===== src/rtl/cpu_pkg.sv =====
// -----------------------------------------------------------------------------
// cpu_pkg
// Shared definitions for the VRAM arbitration slice of the cpu:
//   - VRAM geometry (word address width, word width)
//   - arbiter FSM state encoding
//   - grant-source encoding used by the arbiter datapath
//   - helper to size a counter that must reach a given maximum value
// -----------------------------------------------------------------------------
package cpu_pkg;

    localparam int unsigned VRAM_ADDR_WIDTH = 13;
    localparam int unsigned VRAM_DATA_WIDTH = 16;

    // ST_CPU_ACK lasts exactly one cycle and masks the CPU so a held
    // cpu_req cannot issue twice for one transaction.
    typedef enum logic {
        ST_IDLE    = 1'b0,
        ST_CPU_ACK = 1'b1
    } arb_state_e;

    typedef enum logic [1:0] {
        GNT_NONE = 2'd0,
        GNT_VGA  = 2'd1,
        GNT_CPU  = 2'd2
    } gnt_src_e;

    // Bits needed to hold values 0..max_val inclusive (at least 1).
    function automatic int unsigned cnt_width(input int unsigned max_val);
        int unsigned w;
        w = 1;
        while ((64'd1 << w) <= 64'(max_val)) begin
            w = w + 1;
        end
        return w;
    endfunction

endpackage


===== src/rtl/sat_counter.sv =====
// -----------------------------------------------------------------------------
// sat_counter
// Up-counter that saturates at MAX_VAL, with a synchronous clear.
// Clear (or reset) wins over increment.
//
// Ports:
//   i_clk    in   clock
//   i_reset  in   synchronous active-high reset (count -> 0)
//   i_clear  in   synchronous clear (count -> 0)
//   i_inc    in   increment request, ignored once MAX_VAL is reached
//   o_count  out  current count
// -----------------------------------------------------------------------------
module sat_counter
    import cpu_pkg::*;
#(
    parameter int unsigned         WIDTH   = 8,
    parameter logic [WIDTH-1:0]    MAX_VAL = {WIDTH{1'b1}}
) (
    input  logic             i_clk,
    input  logic             i_reset,
    input  logic             i_clear,
    input  logic             i_inc,
    output logic [WIDTH-1:0] o_count
);

    logic [WIDTH-1:0] r_count;
    logic             w_at_max;

    assign w_at_max = (r_count == MAX_VAL);

    always_ff @(posedge i_clk) begin
        if (i_reset || i_clear) begin
            r_count <= '0;
        end else if (i_inc && !w_at_max) begin
            r_count <= r_count + 1'b1;
        end
    end

    assign o_count = r_count;

endmodule


===== src/rtl/vram_arbiter.sv =====
// -----------------------------------------------------------------------------
// vram_arbiter
// Shares one single-port synchronous VRAM (1-cycle read latency) between the
// VGA scanout fetcher and the CPU load/store path. VGA wins every cycle unless
// the CPU has been denied CPU_MAX_WAIT consecutive eligible cycles, in which
// case the CPU takes the slot and the VGA request is reported as a miss.
//
// Arbitration and the RAM-side mux are combinational in cycle N; the RAM
// samples at the end of N and all responses appear in N+1.
//
// Ports:
//   i_clk, i_reset            clock, synchronous active-high reset
//   vga_req/vga_addr          single-cycle VGA fetch request
//   vga_data/vga_valid        fetched word, cycle after a VGA grant
//   vga_miss                  VGA request of the previous cycle was dropped
//   cpu_req/we/addr/wdata     CPU access, cpu_req held until cpu_ack
//   cpu_rdata/cpu_ack         single-cycle completion (+ read data)
//   mem_addr/we/wdata/rdata   VRAM port
//   miss_count                saturating count of vga_miss pulses
// -----------------------------------------------------------------------------
module vram_arbiter
    import cpu_pkg::*;
#(
    parameter int unsigned ADDR_WIDTH     = VRAM_ADDR_WIDTH,
    parameter int unsigned DATA_WIDTH     = VRAM_DATA_WIDTH,
    parameter int unsigned CPU_MAX_WAIT   = 8,
    parameter int unsigned MISS_CNT_WIDTH = 16
) (
    input  logic                      i_clk,
    input  logic                      i_reset,
    // VGA fetch port
    input  logic                      vga_req,
    input  logic [ADDR_WIDTH-1:0]     vga_addr,
    output logic [DATA_WIDTH-1:0]     vga_data,
    output logic                      vga_valid,
    output logic                      vga_miss,
    // CPU port
    input  logic                      cpu_req,
    input  logic                      cpu_we,
    input  logic [ADDR_WIDTH-1:0]     cpu_addr,
    input  logic [DATA_WIDTH-1:0]     cpu_wdata,
    output logic [DATA_WIDTH-1:0]     cpu_rdata,
    output logic                      cpu_ack,
    // VRAM port
    output logic [ADDR_WIDTH-1:0]     mem_addr,
    output logic                      mem_we,
    output logic [DATA_WIDTH-1:0]     mem_wdata,
    input  logic [DATA_WIDTH-1:0]     mem_rdata,
    // Statistics
    output logic [MISS_CNT_WIDTH-1:0] miss_count
);

    localparam int unsigned            STARVE_W   = cnt_width(CPU_MAX_WAIT);
    localparam logic [STARVE_W-1:0]    STARVE_MAX = STARVE_W'(CPU_MAX_WAIT);

    arb_state_e              r_state;
    logic                    r_vga_valid;
    logic                    r_vga_miss;
    logic                    r_cpu_ack;
    logic [ADDR_WIDTH-1:0]   r_mem_addr;

    logic                    w_cpu_ok;
    logic                    w_starved;
    gnt_src_e                w_gnt;
    logic                    w_gnt_cpu;
    logic                    w_gnt_vga;
    logic                    w_miss_now;
    logic [ADDR_WIDTH-1:0]   w_mem_addr;
    logic [DATA_WIDTH-1:0]   w_mem_wdata;
    logic [STARVE_W-1:0]     w_starve;
    logic                    w_starve_inc;
    logic                    w_starve_clr;

    // ---------------------------------------------------------------------
    // Arbitration
    // ---------------------------------------------------------------------
    assign w_cpu_ok  = cpu_req && (r_state == ST_IDLE);
    assign w_starved = (w_starve == STARVE_MAX);

    always_comb begin
        w_gnt = GNT_NONE;
        if (vga_req && !(w_cpu_ok && w_starved)) begin
            w_gnt = GNT_VGA;
        end else if (w_cpu_ok) begin
            w_gnt = GNT_CPU;
        end
    end

    assign w_gnt_cpu  = (w_gnt == GNT_CPU);
    assign w_gnt_vga  = (w_gnt == GNT_VGA);
    assign w_miss_now = vga_req && w_gnt_cpu;

    // RAM-side mux; with no grant the address parks on its last value.
    always_comb begin
        w_mem_addr  = r_mem_addr;
        w_mem_wdata = '0;
        unique case (w_gnt)
            GNT_VGA: begin
                w_mem_addr = vga_addr;
            end
            GNT_CPU: begin
                w_mem_addr  = cpu_addr;
                w_mem_wdata = cpu_wdata;
            end
            default: begin
                w_mem_addr = r_mem_addr;
            end
        endcase
    end

    assign mem_addr  = w_mem_addr;
    assign mem_wdata = w_mem_wdata;
    // A CPU write granted in the reset cycle must not reach the RAM.
    assign mem_we    = w_gnt_cpu && cpu_we && !i_reset;

    // ---------------------------------------------------------------------
    // Starvation guard: counts eligible-but-denied CPU cycles
    // ---------------------------------------------------------------------
    assign w_starve_inc = w_cpu_ok && !w_gnt_cpu;
    assign w_starve_clr = w_gnt_cpu || !cpu_req;

    sat_counter #(
        .WIDTH   (STARVE_W),
        .MAX_VAL (STARVE_MAX)
    ) u_starve_cnt (
        .i_clk   (i_clk),
        .i_reset (i_reset),
        .i_clear (w_starve_clr),
        .i_inc   (w_starve_inc),
        .o_count (w_starve)
    );

    // Counts in the same cycle the miss is decided so miss_count and the
    // vga_miss pulse become visible together.
    sat_counter #(
        .WIDTH   (MISS_CNT_WIDTH),
        .MAX_VAL ({MISS_CNT_WIDTH{1'b1}})
    ) u_miss_cnt (
        .i_clk   (i_clk),
        .i_reset (i_reset),
        .i_clear (1'b0),
        .i_inc   (w_miss_now),
        .o_count (miss_count)
    );

    // ---------------------------------------------------------------------
    // FSM and registered response flags
    // ---------------------------------------------------------------------
    always_ff @(posedge i_clk) begin
        if (i_reset) begin
            r_state     <= ST_IDLE;
            r_vga_valid <= 1'b0;
            r_vga_miss  <= 1'b0;
            r_cpu_ack   <= 1'b0;
            r_mem_addr  <= '0;
        end else begin
            r_vga_valid <= w_gnt_vga;
            r_vga_miss  <= w_miss_now;
            r_cpu_ack   <= w_gnt_cpu;
            r_mem_addr  <= w_mem_addr;
            unique case (r_state)
                ST_IDLE: begin
                    if (w_gnt_cpu) begin
                        r_state <= ST_CPU_ACK;
                    end
                end
                ST_CPU_ACK: begin
                    r_state <= ST_IDLE;
                end
                default: begin
                    r_state <= ST_IDLE;
                end
            endcase
        end
    end

    // RAM output is already registered; gate it so idle data reads as zero.
    assign vga_valid = r_vga_valid;
    assign vga_miss  = r_vga_miss;
    assign cpu_ack   = r_cpu_ack;
    assign vga_data  = r_vga_valid ? mem_rdata : '0;
    assign cpu_rdata = r_cpu_ack   ? mem_rdata : '0;

endmodule


===== config.mk =====
export PLATFORM = sky130hd
export DESIGN_NAME = vram_arbiter
export DESIGN_NICKNAME = d
export VERILOG_FILES = /design/src/rtl/cpu_pkg.sv /design/src/rtl/sat_counter.sv /design/src/rtl/vram_arbiter.sv
export SDC_FILE = /design/constraint.sdc
export NUM_CORES = 1
export LEC_CHECK = 0
export BUFFER_PORTS_ARGS = -buffer_cell sky130_fd_sc_hd__buf_2
export CAP_MARGIN = 5
export CELL_PAD_IN_SITES_DETAIL_PLACEMENT = 0
export CELL_PAD_IN_SITES_GLOBAL_PLACEMENT = 1
export CORE_ASPECT_RATIO = 0.75
export CORE_UTILIZATION = 28
export CTS_CLUSTER_DIAMETER = 150
export DETAILED_ROUTE_END_ITERATION = 10
export HOLD_SLACK_MARGIN = 0.1
export PLACE_DENSITY = 0.74
export SLEW_MARGIN = 15
export SYNTH_ARGS = -nofsm -noshare
export SYNTH_HDL_FRONTEND = slang
export SYNTH_HIERARCHICAL = 1
export SYNTH_SLANG_ARGS = --single-unit

===== constraint.sdc =====
create_clock -name i_clk -period 1.86 [get_ports i_clk]
set_input_delay 0 -clock i_clk [delete_from_list [all_inputs] [get_ports i_clk]]
set_output_delay 0 -clock i_clk [all_outputs]
set_load 0.02 [all_outputs]

==> key figures, run 1 <==
Setup path
  • CP arrival: 1990 ps
  • Worst Path Required: 1860 ps
  • Setup crit start kind: register
  • CP Cell Sequence: buf_6 -> or4b_4 -> buf_8 -> a21oi_4 -> buf_12 -> and3_1 -> buf_4
  • FF-to-FF Start: u_starve_cnt/o_count[0]
  • Slowest stage cell, crit path: or4b_4
  • Setup crit start: u_starve_cnt/o_count[0]
  • Worst-path fanout max: 17
  • Critical path's largest stage delay: 500 ps
  • CP Class: reg2out
  • Endpoint class of the critical path: primary output

Logic synthesis
  • Asr flop ratio synth: 0%
  • Top FF cell, synth: dfxtp_1
  • Post-synth cell types: 47
  • #FFs+latches synth: 37
  • Number of flops mapped to enable cells by yosys: 0
  • Register area share after synthesis: 28.92%
  • Avg Inst Size Synth: 8.397 um2
  • Synthesized cell area: 2561 um2
  • Synth warn: 6
  • Cells after Synth: 305

STA
  • Slew Viols, Final: 0
  • Final Skew: 3.936 ps
  • Final Setup Violations: 30
  • Post-layout minimum cycle time: 1992 ps
  • Setup repair after global routing missed its margin: true
  • Setup ws final: -131.7 ps
  • Worst slew margin: 47.82%
  • Final hold vios: 0
  • Hold Slack: 106.7 ps
  • Maximum clock frequency: 502.1 MHz
  • Slew @ Worst Pin: 779.7 ps
  • Final period util: 107.1%

Detailed routing
  • Post-Route WL: 8312 um
  • DRT Pass-1 Iters: 4
  • Via density: 5.012
  • WL per Instance: 13.83 um
  • Detailed-route DRC error count: 0
  • Post-DRT Antenna Nets: 0
  • 1st-iter DRT viols: 113
  • Vias: 3,012

Placed design
  • Port-buffer cells: 143
  • Post-placement setup slack: -80.32 ps
  • Post-DP HPWL: 5896 um
  • Routability cong.: 0.8424

Floorplan
  • Row count: 29
  • Die width: 112.4 um
  • # IOs: 144
  • Die area: 9537 um2
  • Starting density of the core: 29.53%
  • Die H: 84.83 um
  • Core Area: 8672 um2

Min path
  • HP Class: in2reg
  • Hold path start: vga_addr[12]

Status
  • Failing checks: setup timing
  • Status: finished with violations

Global routing
  • Total GRT Usage: 16.63%
  • Initial antenna violation count: 0
  • First-pass GRT wire length: 12,800 um
  • Global route overflow: 0
  • Largest net degree at the start of global routing: 34
  • Vias in the first global route: 2,684

Final layout
  • Final core occ: 48.78%
  • Commonest non-fill, non-tap cell in the layout: buf_2
  • Synth-to-layout area growth: 65.17%
  • Antenna fix cells: 0
  • Most frequent cells in the layout: buf_2, and2_1, dfxtp_1
  • Share of cells above drive strength 1: 44.22%
  • Final nets: 559

CTS
  • CTS root buffer: clkbuf_16
  • Worst skew pair latency: 280 ps
  • Clk sinks: 37
  • CTS Buf Count: 5
  • Clk slew on worst S/H paths: 60 ps
  • CTS tree: built
  • Clk buf depth: 2
  • CTS H-tree lvls: 2

Run
  • Number of max-cap violations: 0

Power and ir drop
  • Static Leak: 1.970 nW
  • Worst vdd ir: 0.0004307 V
  • Pwr Density: 524.2 nW/um2
[cells in the mapped netlist (2+ instances only)]
library cell | count | area, um2
a211oi_2 | 2 | 25.02
a21oi_1 | 7 | 35.03
a31oi_1 | 2 | 12.51
and2_1 | 51 | 319.1
and3_1 | 3 | 18.77
and4_1 | 4 | 35.03
buf_2 | 6 | 30.03
buf_6 | 2 | 22.52
clkbuf_1 | 8 | 30.03
dfxtp_1 | 37 | 740.7
ha_1 | 3 | 37.54
inv_1 | 6 | 22.52
mux2i_1 | 13 | 130.1
nand2_1 | 9 | 33.78
nand3_1 | 8 | 40.04
nand4_1 | 6 | 37.54
nor2_1 | 32 | 120.1
nor2b_1 | 14 | 87.58
nor3_1 | 6 | 30.03
o2111a_1 | 13 | 146.4
o211a_1 | 13 | 130.1
o21ai_0 | 11 | 55.05
o21ai_1 | 2 | 10.01
o21ai_2 | 9 | 78.83
o311ai_0 | 4 | 35.03
o31ai_1 | 4 | 30.03
o41ai_1 | 4 | 35.03
or2_2 | 2 | 12.51
or3_1 | 2 | 12.51
or4_1 | 4 | 30.03
xor2_1 | 2 | 17.52
[critical path, delay by kind of cell (launching register included)]
family          cells  cell delay [ps]
simple gates        2              650
buf+inv             4              580
flops               1              350
compound gates      1              140
[logic make-up (layout without fill, tap and decap cells)]
logic type	count (synthesis)	in the layout	synth area share [%]
flip-flops	37	37	28.92
AO/OA/AOI/OAI	77	77	25.70
AND/OR/NAND/NOR	150	150	33.90
XOR/XNOR	2	2	0.6841
multiplexers	13	13	5.080
buffers and inverters	22	208	4.104
adder cells (fa/ha/maj)	3	3	1.466
other	1	3	0.1464
[final timing paths]
| kind | end | slack, ps | depth (start not counted) |
|---|---|---|---|
| worst max-delay path | mem_we | -130 | 7 |
| worst min-delay path | r_mem_addr[12] | 110 | 4 |
| worst max register to register | u_starve_cnt/o_count[1] | -10 | 7 |
| worst min register to register | u_miss_cnt/o_count[15] | 520 | 2 |
[final cells by class]
type | count | area (um2)
inverter | 6 | 22.52
fill | 833 | 4442
timing repair buffer | 195 | 1333
multi-input combinational | 248 | 1852
tap | 108 | 135.1
clock buffer | 7 | 142.6
sequential | 37 | 745.7
[routing by layer]
| metal | part of all wire [%] | global-route usage, % |
|---|---|---|
| met1 | 42 | 19.39 |
| met2 | 52 | 31.96 |
| met3 | 4.7 | 2.714 |
| met4 | 0.65 | 3.636 |
| met5 | 0 | 0 |
[stage by stage]
stage                     instances  cell area (um2)  TNS, ps  total power, mW
after global placement          566             3558   -154.0            1.306
final                           601             4230    -2437            2.218
after detailed placement        566             3558   -198.0            1.312
after floorplan                 307             2608   -127.7            1.132
after CTS                       596             4038    -2201            2.218
after global routing            601             4230    -4644            2.325
[power by group]
| part | internal (mW) | switching (mW) | total (mW) |
|---|---|---|---|
| sequential | 0.818 | 0.0132 | 0.831 |
| clock | 0.526 | 0.314 | 0.840 |
| combinational | 0.264 | 0.282 | 0.546 |
[registers in the layout, indices dropped and copies added (netlist names)]
register and flops:
r_state 1, r_mem_addr 13, u_starve_cnt/o_count 4, cpu_ack 1
vga_miss 1, u_miss_cnt/o_count 16, vga_valid 1
[what timing repair did]
action	CTS	global route
resized for setup	37	34
pin swaps	5	6
hold buffers	19	0
setup endpoints to repair	36	45
hold endpoints to repair	19	0
buffers inserted	4	5
Power figures use the tool's default switching activity.
==> run 2, diff against run 1 <==
--- a/config.mk
+++ b/config.mk
@@ -11,6 +11,7 @@
 export CELL_PAD_IN_SITES_GLOBAL_PLACEMENT = 1
 export CORE_ASPECT_RATIO = 0.75
 export CORE_UTILIZATION = 28
+export CTS_BUF_LIST = sky130_fd_sc_hd__clkbuf_16
 export CTS_CLUSTER_DIAMETER = 150
 export DETAILED_ROUTE_END_ITERATION = 10
 export HOLD_SLACK_MARGIN = 0.1
==> key figures, run 2 (synthesized netlist as in run 1, its figures left out) <==
Status
  • Status: finished with violations
  • Failing checks: setup timing

STA
  • Post-layout minimum cycle time: 1992 ps (-0.07200 ps)
  • Setup TNS: -2437 ps (+0.2200 ps)
  • Setup ws final: -131.6 ps (+0.07200 ps)
  • Final period util: 107.1% (about the same)
  • Worst slew margin: 47.73% (-0.096 points)
  • Slew Viols, Final: 0 (unchanged)
  • Final Setup Violations: 31 (+3.3%)
  • Final hold vios: 0 (unchanged)
  • Setup repair after global routing missed its margin: true
  • Maximum clock frequency: 502.1 MHz (about the same)
  • Final Skew: 4.011 ps (+0.07527 ps)
  • Slew @ Worst Pin: 781.2 ps (+1.437 ps)

CTS
  • CTS root buffer: clkbuf_16
  • CTS H-tree lvls: 2 (unchanged)
  • Worst skew pair latency: 280 ps (about the same)
  • CTS tree: built
  • Clk sinks: 37 (unchanged)
  • Clk slew on worst S/H paths: 60 ps (about the same)
  • Clk buf depth: 2 (unchanged)
  • CTS Buf Count: 5 (unchanged)

Setup path
  • Setup crit start kind: register
  • CP Class: reg2out
  • Endpoint class of the critical path: primary output
  • Slowest stage cell, crit path: or4b_4
  • Worst Path Required: 1860 ps (about the same)
  • Worst r2r dst: u_starve_cnt/o_count[1]
  • Setup slack, reg-to-reg: -10 ps (about the same)
  • FF-to-FF Start: u_starve_cnt/o_count[0]
  • Worst R2R Path Depth: 7 (unchanged)
  • Critical path's largest stage delay: 500 ps (about the same)
  • CP arrival: 1990 ps (about the same)
  • Worst-path fanout max: 17 (unchanged)
  • CP Cell Sequence: buf_6 -> or4b_4 -> buf_8 -> a21oi_4 -> buf_12 -> and3_1 -> buf_4

Final layout
  • Share of cells above drive strength 1: 44.02% (-0.20 points)
  • Cell area after layout: 4220 um2 (-0.24%)
  • Commonest non-fill, non-tap cell in the layout: buf_2
  • Antenna fix cells: 0 (unchanged)
  • Number of flip-flops in the largest register: 16 (unchanged)
  • Final core occ: 48.67% (-0.12 points)
  • Most frequent cells in the layout: buf_2, and2_1, dfxtp_1
  • Final nets: 559 (unchanged)
  • Synth-to-layout area growth: 64.78%

Placed design
  • Port-buffer cells: 143 (unchanged)
  • Post-placement setup slack: -80.32 ps (unchanged)
  • Routability cong.: 0.8424 (unchanged)
  • Placed inst area: 3558 um2 (unchanged)
  • Post-DP HPWL: 5896 um (unchanged)

Detailed routing
  • Post-Route WL: 8309 um (about the same)
  • Vias: 3,014 (+0.066%)
  • DRT Pass-1 Iters: 4 (unchanged)
  • Via density: 5.015 (about the same)
  • WL per Instance: 13.83 um (about the same)
  • Detailed-route DRC error count: 0 (unchanged)
  • 1st-iter DRT viols: 123 (+8.8%)
  • Post-DRT Antenna Nets: 0 (unchanged)

Min path
  • Worst Hold Endpoint: r_mem_addr[12]
  • Hold path start: vga_addr[12]
  • Hold Crit Depth: 4 (unchanged)
  • HP Class: in2reg

Floorplan
  • Die H: 84.83 um (unchanged)
  • Row count: 29 (unchanged)
  • Die width: 112.4 um (unchanged)
  • Die area: 9537 um2 (unchanged)
  • Core Area: 8672 um2 (unchanged)
  • # IOs: 144 (unchanged)
  • Starting density of the core: 29.53% (unchanged)

Power and ir drop
  • Static Leak: 1.969 nW (about the same)
  • Cell Int Power: 1.561 mW (-2.9%)
  • Worst vdd ir: 0.0004249 V (-1.4%)
  • Pwr Density: 514.1 nW/um2 (-1.9%)
  • Switch share: 28.05% (+0.56 points)
  • Reg power frac: 38.3% (+0.8 points)
  • Net switching power: 608.6 uW (-0.15%)
  • Combinational power share: 25.2% (+0.6 points)
  • Design Power: 2.170 mW (-2.2%)
  • Clock network power share: 36.5% (-1.4 points)

Global routing
  • Vias in the first global route: 2,681 (-0.11%)
  • Largest net degree at the start of global routing: 34 (unchanged)
  • Total GRT Usage: 16.63% (unchanged)
  • First-pass GRT wire length: 12,790 um (about the same)
  • Global route overflow: 0 (unchanged)
  • Initial antenna violation count: 0 (unchanged)

Run
  • Number of max-cap violations: 0 (unchanged)
run 2: worst max path at each step:
stage                                   to                    start
floorplan           u_miss_cnt/o_count[12]  u_starve_cnt/o_count[0]
detailed placement  u_miss_cnt/o_count[12]  u_starve_cnt/o_count[0]
global placement    u_miss_cnt/o_count[12]  u_starve_cnt/o_count[0]
CTS                                 mem_we  u_starve_cnt/o_count[1]
global route                 mem_wdata[10]  u_starve_cnt/o_count[1]
finish                              mem_we  u_starve_cnt/o_count[0]
run 2: final cells by class:
class,instances,area (um2)
fill,834,4452
multi-input combinational,248,1852
timing repair buffer,195,1333
sequential,37,745.7
tap,108,135.1
clock buffer,5,125.1
inverter,6,22.52
clock inverter,2,7.507
run 2: power by group through the flow:
stage / logic (mW) / clock network, mW / registers, mW
2_1_floorplan: 0.286 / 0 / 0.846
3_3_place_gp: 0.458 / 0 / 0.848
3_5_place_dp: 0.463 / 0 / 0.849
4_1_cts: 0.526 / 0.813 / 0.832
5_1_grt: 0.590 / 0.852 / 0.835
6_report: 0.546 / 0.792 / 0.831
run 2: metrics by stage:
stage	instances	hold WS, ps
finish	601	106.8
global route	601	121.8
global placement	566	309.0
detailed placement	566	314.2
CTS	596	105.1
floorplan	307	55.42
run 2: routing by layer:
| layer | part of all wire [%] | global-route usage [%] | routed length, um | vias to the layer above |
|---|---|---|---|---|
| li1 | - | - | - | 1495 |
| met1 | 42 | 19.39 | 3507 | 1418 |
| met2 | 52 | 31.96 | 4356 | 96 |
| met3 | 4.7 | 2.714 | 392 | 5 |
| met4 | 0.65 | 3.636 | 54 | 0 |
| met5 | 0 | 0 | 0 | - |
run 2: timing repair:
action	CTS	global route
gates resized for setup	37	34
pin swaps	5	6
setup buffers	4	5
hold buffers	19	0
setup endpoints to repair	36	45
hold endpoints to repair	19	0
run 2: critical path, delay by kind of cell, from the launching register on:
family | cells | cell delay [ps]
flops | 1 | 350
buf+inv | 4 | 580
compound gates | 1 | 140
simple gates | 2 | 650
==> run 3, diff against run 2 <==
--- a/config.mk
+++ b/config.mk
@@ -15,9 +15,9 @@
 export CTS_CLUSTER_DIAMETER = 150
 export DETAILED_ROUTE_END_ITERATION = 10
 export HOLD_SLACK_MARGIN = 0.1
-export PLACE_DENSITY = 0.74
+export PLACE_DENSITY = 0.78
+export REMOVE_ABC_BUFFERS = 1
 export SLEW_MARGIN = 15
 export SYNTH_ARGS = -nofsm -noshare
 export SYNTH_HDL_FRONTEND = slang
-export SYNTH_HIERARCHICAL = 1
 export SYNTH_SLANG_ARGS = --single-unit
==> constraint.sdc (replaced) <==
create_clock -name i_clk -period 1.9 [get_ports i_clk]
set_input_delay 0 -clock i_clk [delete_from_list [all_inputs] [get_ports i_clk]]
set_output_delay 0 -clock i_clk [all_outputs]
set_load 0.02 [all_outputs]
==> key figures, run 3 <==
Status
  • Status: finished with violations
  • Failing checks: setup timing

Final layout
  • Final core occ: 51.44% (+2.8 points)
  • Commonest non-fill, non-tap cell in the layout: buf_2
  • Number of flip-flops in the largest register: 16 (unchanged)
  • Fillers: 682 (-18%)
  • Multi-input logic area: 1241 um2 (-33%)
  • Synth-to-layout area growth: 74.68%
  • Antenna fix cells: 0 (unchanged)
  • Cell area after layout: 3565 um2 (-16%)
  • Register Area: 744.5 um2 (-0.17%)
  • Most frequent cells in the layout: buf_2, and2_1, buf_4
  • Final nets: 509 (-8.9%)
  • Share of cells above drive strength 1: 47.63% (+3.6 points)

Setup path
  • CP arrival: 1920 ps (-70 ps)
  • Endpoint class of the critical path: primary output
  • Worst Path Required: 1900 ps (+40 ps)
  • Setup crit start kind: register
  • FF-to-FF Start: u_starve_cnt.o_count[1]
  • Worst-path fanout max: 7 (-10)
  • CP Class: reg2out
  • Setup crit start: u_starve_cnt.o_count[1]

STA
  • Worst slew margin: 54.49% (+6.8 points)
  • Final period util: 100.9%
  • Final hold vios: 0 (unchanged)
  • Final Setup Violations: 1 (-97%)
  • Setup TNS: -16.84 ps (+2420 ps)
  • Maximum clock frequency: 521.7 MHz
  • Setup repair after global routing missed its margin: true
  • Slew @ Worst Pin: 682.7 ps (-98.50 ps)
  • Setup ws final: -16.84 ps (+114.8 ps)
  • Final Skew: 6.182 ps (+2.171 ps)
  • Post-layout minimum cycle time: 1917 ps
  • Slew Viols, Final: 0 (unchanged)

Logic synthesis
  • Cells after Synth: 248 (-19%)
  • Yosys top cell by area: dfxtp_1
  • Avg Inst Size Synth: 8.229 um2 (-2.0%)
  • #FFs+latches synth: 37 (unchanged)
  • Area contributors post-synth: dfxtp_1, and2_1, a222oi_1
  • Synthesized cell area: 2041 um2 (-20%)
  • Register area share after synthesis: 36.30% (+7.4 points)
  • Count leader, synth: and2_1
  • Top FF cell, synth: dfxtp_1
  • Number of flops mapped to enable cells by yosys: 0 (unchanged)
  • Post-synth cell types: 36 (-23%)
  • Commonest cells in the synthesized netlist: and2_1, dfxtp_1, nor2_1
  • Yosys top cell area share: 36.30% (+7.4 points)
  • Synth warn: 0 (-6)
  • Asr flop ratio synth: 0% (unchanged)

CTS
  • Clk buf depth: 2 (unchanged)
  • CTS H-tree lvls: 2 (unchanged)
  • CTS tree: built
  • Clk slew on worst S/H paths: 50 ps (about the same)
  • Clk sinks: 37 (unchanged)
  • Worst skew pair latency: 270 ps (about the same)
  • CTS Buf Count: 5 (unchanged)
  • CTS root buffer: clkbuf_16

Placed design
  • Routability cong.: 0.7926 (-5.9%)
  • Post-placement setup slack: -151.8 ps (-71.43 ps)
  • Post-DP HPWL: 4567 um (-23%)
  • Port-buffer cells: 143 (unchanged)
  • Placed inst area: 3060 um2 (-14%)

Detailed routing
  • Vias: 2,535 (-16%)
  • Via density: 4.686 (-6.6%)
  • DRT Pass-1 Iters: 7 (+3)
  • Detailed-route DRC error count: 0 (unchanged)
  • WL per Instance: 12.10 um (-12%)
  • Post-Route WL: 6548 um (-21%)
  • Post-DRT Antenna Nets: 0 (unchanged)
  • 1st-iter DRT viols: 136 (+11%)

Global routing
  • Largest net degree at the start of global routing: 38 (+12%)
  • First-pass GRT wire length: 10,530 um (-18%)
  • Initial antenna violation count: 0 (unchanged)
  • Global route overflow: 0 (unchanged)
  • GRT met1 Usage: 21.12% (+1.7 points)
  • Vias in the first global route: 2,362 (-12%)
  • GRT met3 Usage: 3.690% (+0.98 points)
  • Busiest grt layer: met2
  • Total GRT Usage: 16.70% (+0.071 points)
  • Met2 Track Usage GR: 28.70% (-3.3 points)

Power and ir drop
  • Worst vdd ir: 0.0004520 V (+6.4%)
  • Pwr Density: 561.8 nW/um2 (+9.3%)
  • Static Leak: 1.802 nW (-8.5%)
  • Design Power: 2.003 mW (-7.7%)

Floorplan
  • # IOs: 144 (unchanged)
  • Die area: 7638 um2 (-20%)
  • Die width: 100.6 um (-11%)
  • Starting density of the core: 29.45% (-0.083 points)
  • Row count: 26 (-10%)
  • Core Area: 6929 um2 (-20%)
  • Die H: 75.94 um (-10%)

Run
  • Number of max-cap violations: 0 (unchanged)

Min path
  • Hold path start: vga_addr[2]
  • HP Class: in2reg
[run 3: cell types whose count changed in the layout (fill, tap and decap cells not counted), sizes merged, moves of 8 or more]
cell | before | now
o21ai | 22 | 3
a222oi | 0 | 13
o2111a | 13 | 0
o211a | 13 | 0
mux2i | 13 | 1
buf | 176 | 185
inv | 7 | 15
nor2 | 32 | 24
[run 3: worst max-delay path, cell delays in order (launching register included)]
cell and delay [ps]:
dfxtp_2 330, inv_2 70, ha_4 140, and3b_2 230, a21boi_4 70, buf_6 140, a222oi_1 390, inv_1 120
buf_6 150
[run 3: kinds of logic after synthesis]
logic type,Yosys count,share of synthesized area [%]
adders and majority gates,3,1.840
DFF,37,36.30
and+or+nand+nor,131,37.89
buffers and inverters,30,6.008
muxes,4,2.146
AOI/OAI and AO/OA,40,14.53
xor gates and xnor gates,3,1.288
[run 3: cell type report]
cell class | count | area share [%]
inverters | 15 | 1.580
multi-input cells | 181 | 34.82
well taps | 98 | 3.440
repair buffers | 203 | 35.45
clock buffers | 5 | 3.510
flip-flops and latches | 37 | 20.88
clock inverters | 2 | 0.3159
[run 3: routing by layer]
layer / up-vias / wire, um
met5: - / 0
met4: 0 / 27
met3: 2 / 365
met2: 93 / 3209
met1: 1163 / 2945
li1: 1277 / -
[run 3: worst paths after layout]
kind / endpoint / slack (ps) / depth (start not counted)
max: mem_addr[11] / -20 / 8
min reg2reg: r_mem_addr[12] / 490 / 2
max reg2reg: u_miss_cnt.o_count[8] / 70 / 7
min: r_mem_addr[2] / 130 / 4
[run 3: through the flow]
| step | instances | hold WS (ps) |
|---|---|---|
| after global routing | 541 | 134.3 |
| final | 541 | 125.3 |
| after CTS | 536 | 115.9 |
| after detailed placement | 504 | 287.4 |
| after floorplan | 233 | 69.07 |
| after global placement | 504 | 273.8 |
[run 3: where the power goes]
| part | switching (mW) | internal [mW] | leakage, nW |
|---|---|---|---|
| Sequential | 0.0132 | 0.798 | 0.303 |
| Clock | 0.299 | 0.473 | 0.0633 |
| Combinational | 0.212 | 0.207 | 1.44 |
| Total | 0.524 | 1.48 | 1.80 |
[run 3: repair_timing]
item	4_1_cts	5_1_grt
setup endpoints to repair	35	26
pin swaps	11	8
gates resized for setup	16	13
hold endpoints to repair	9	0
gates cloned	1	0
hold buffers	18	0
buffers inserted	7	5
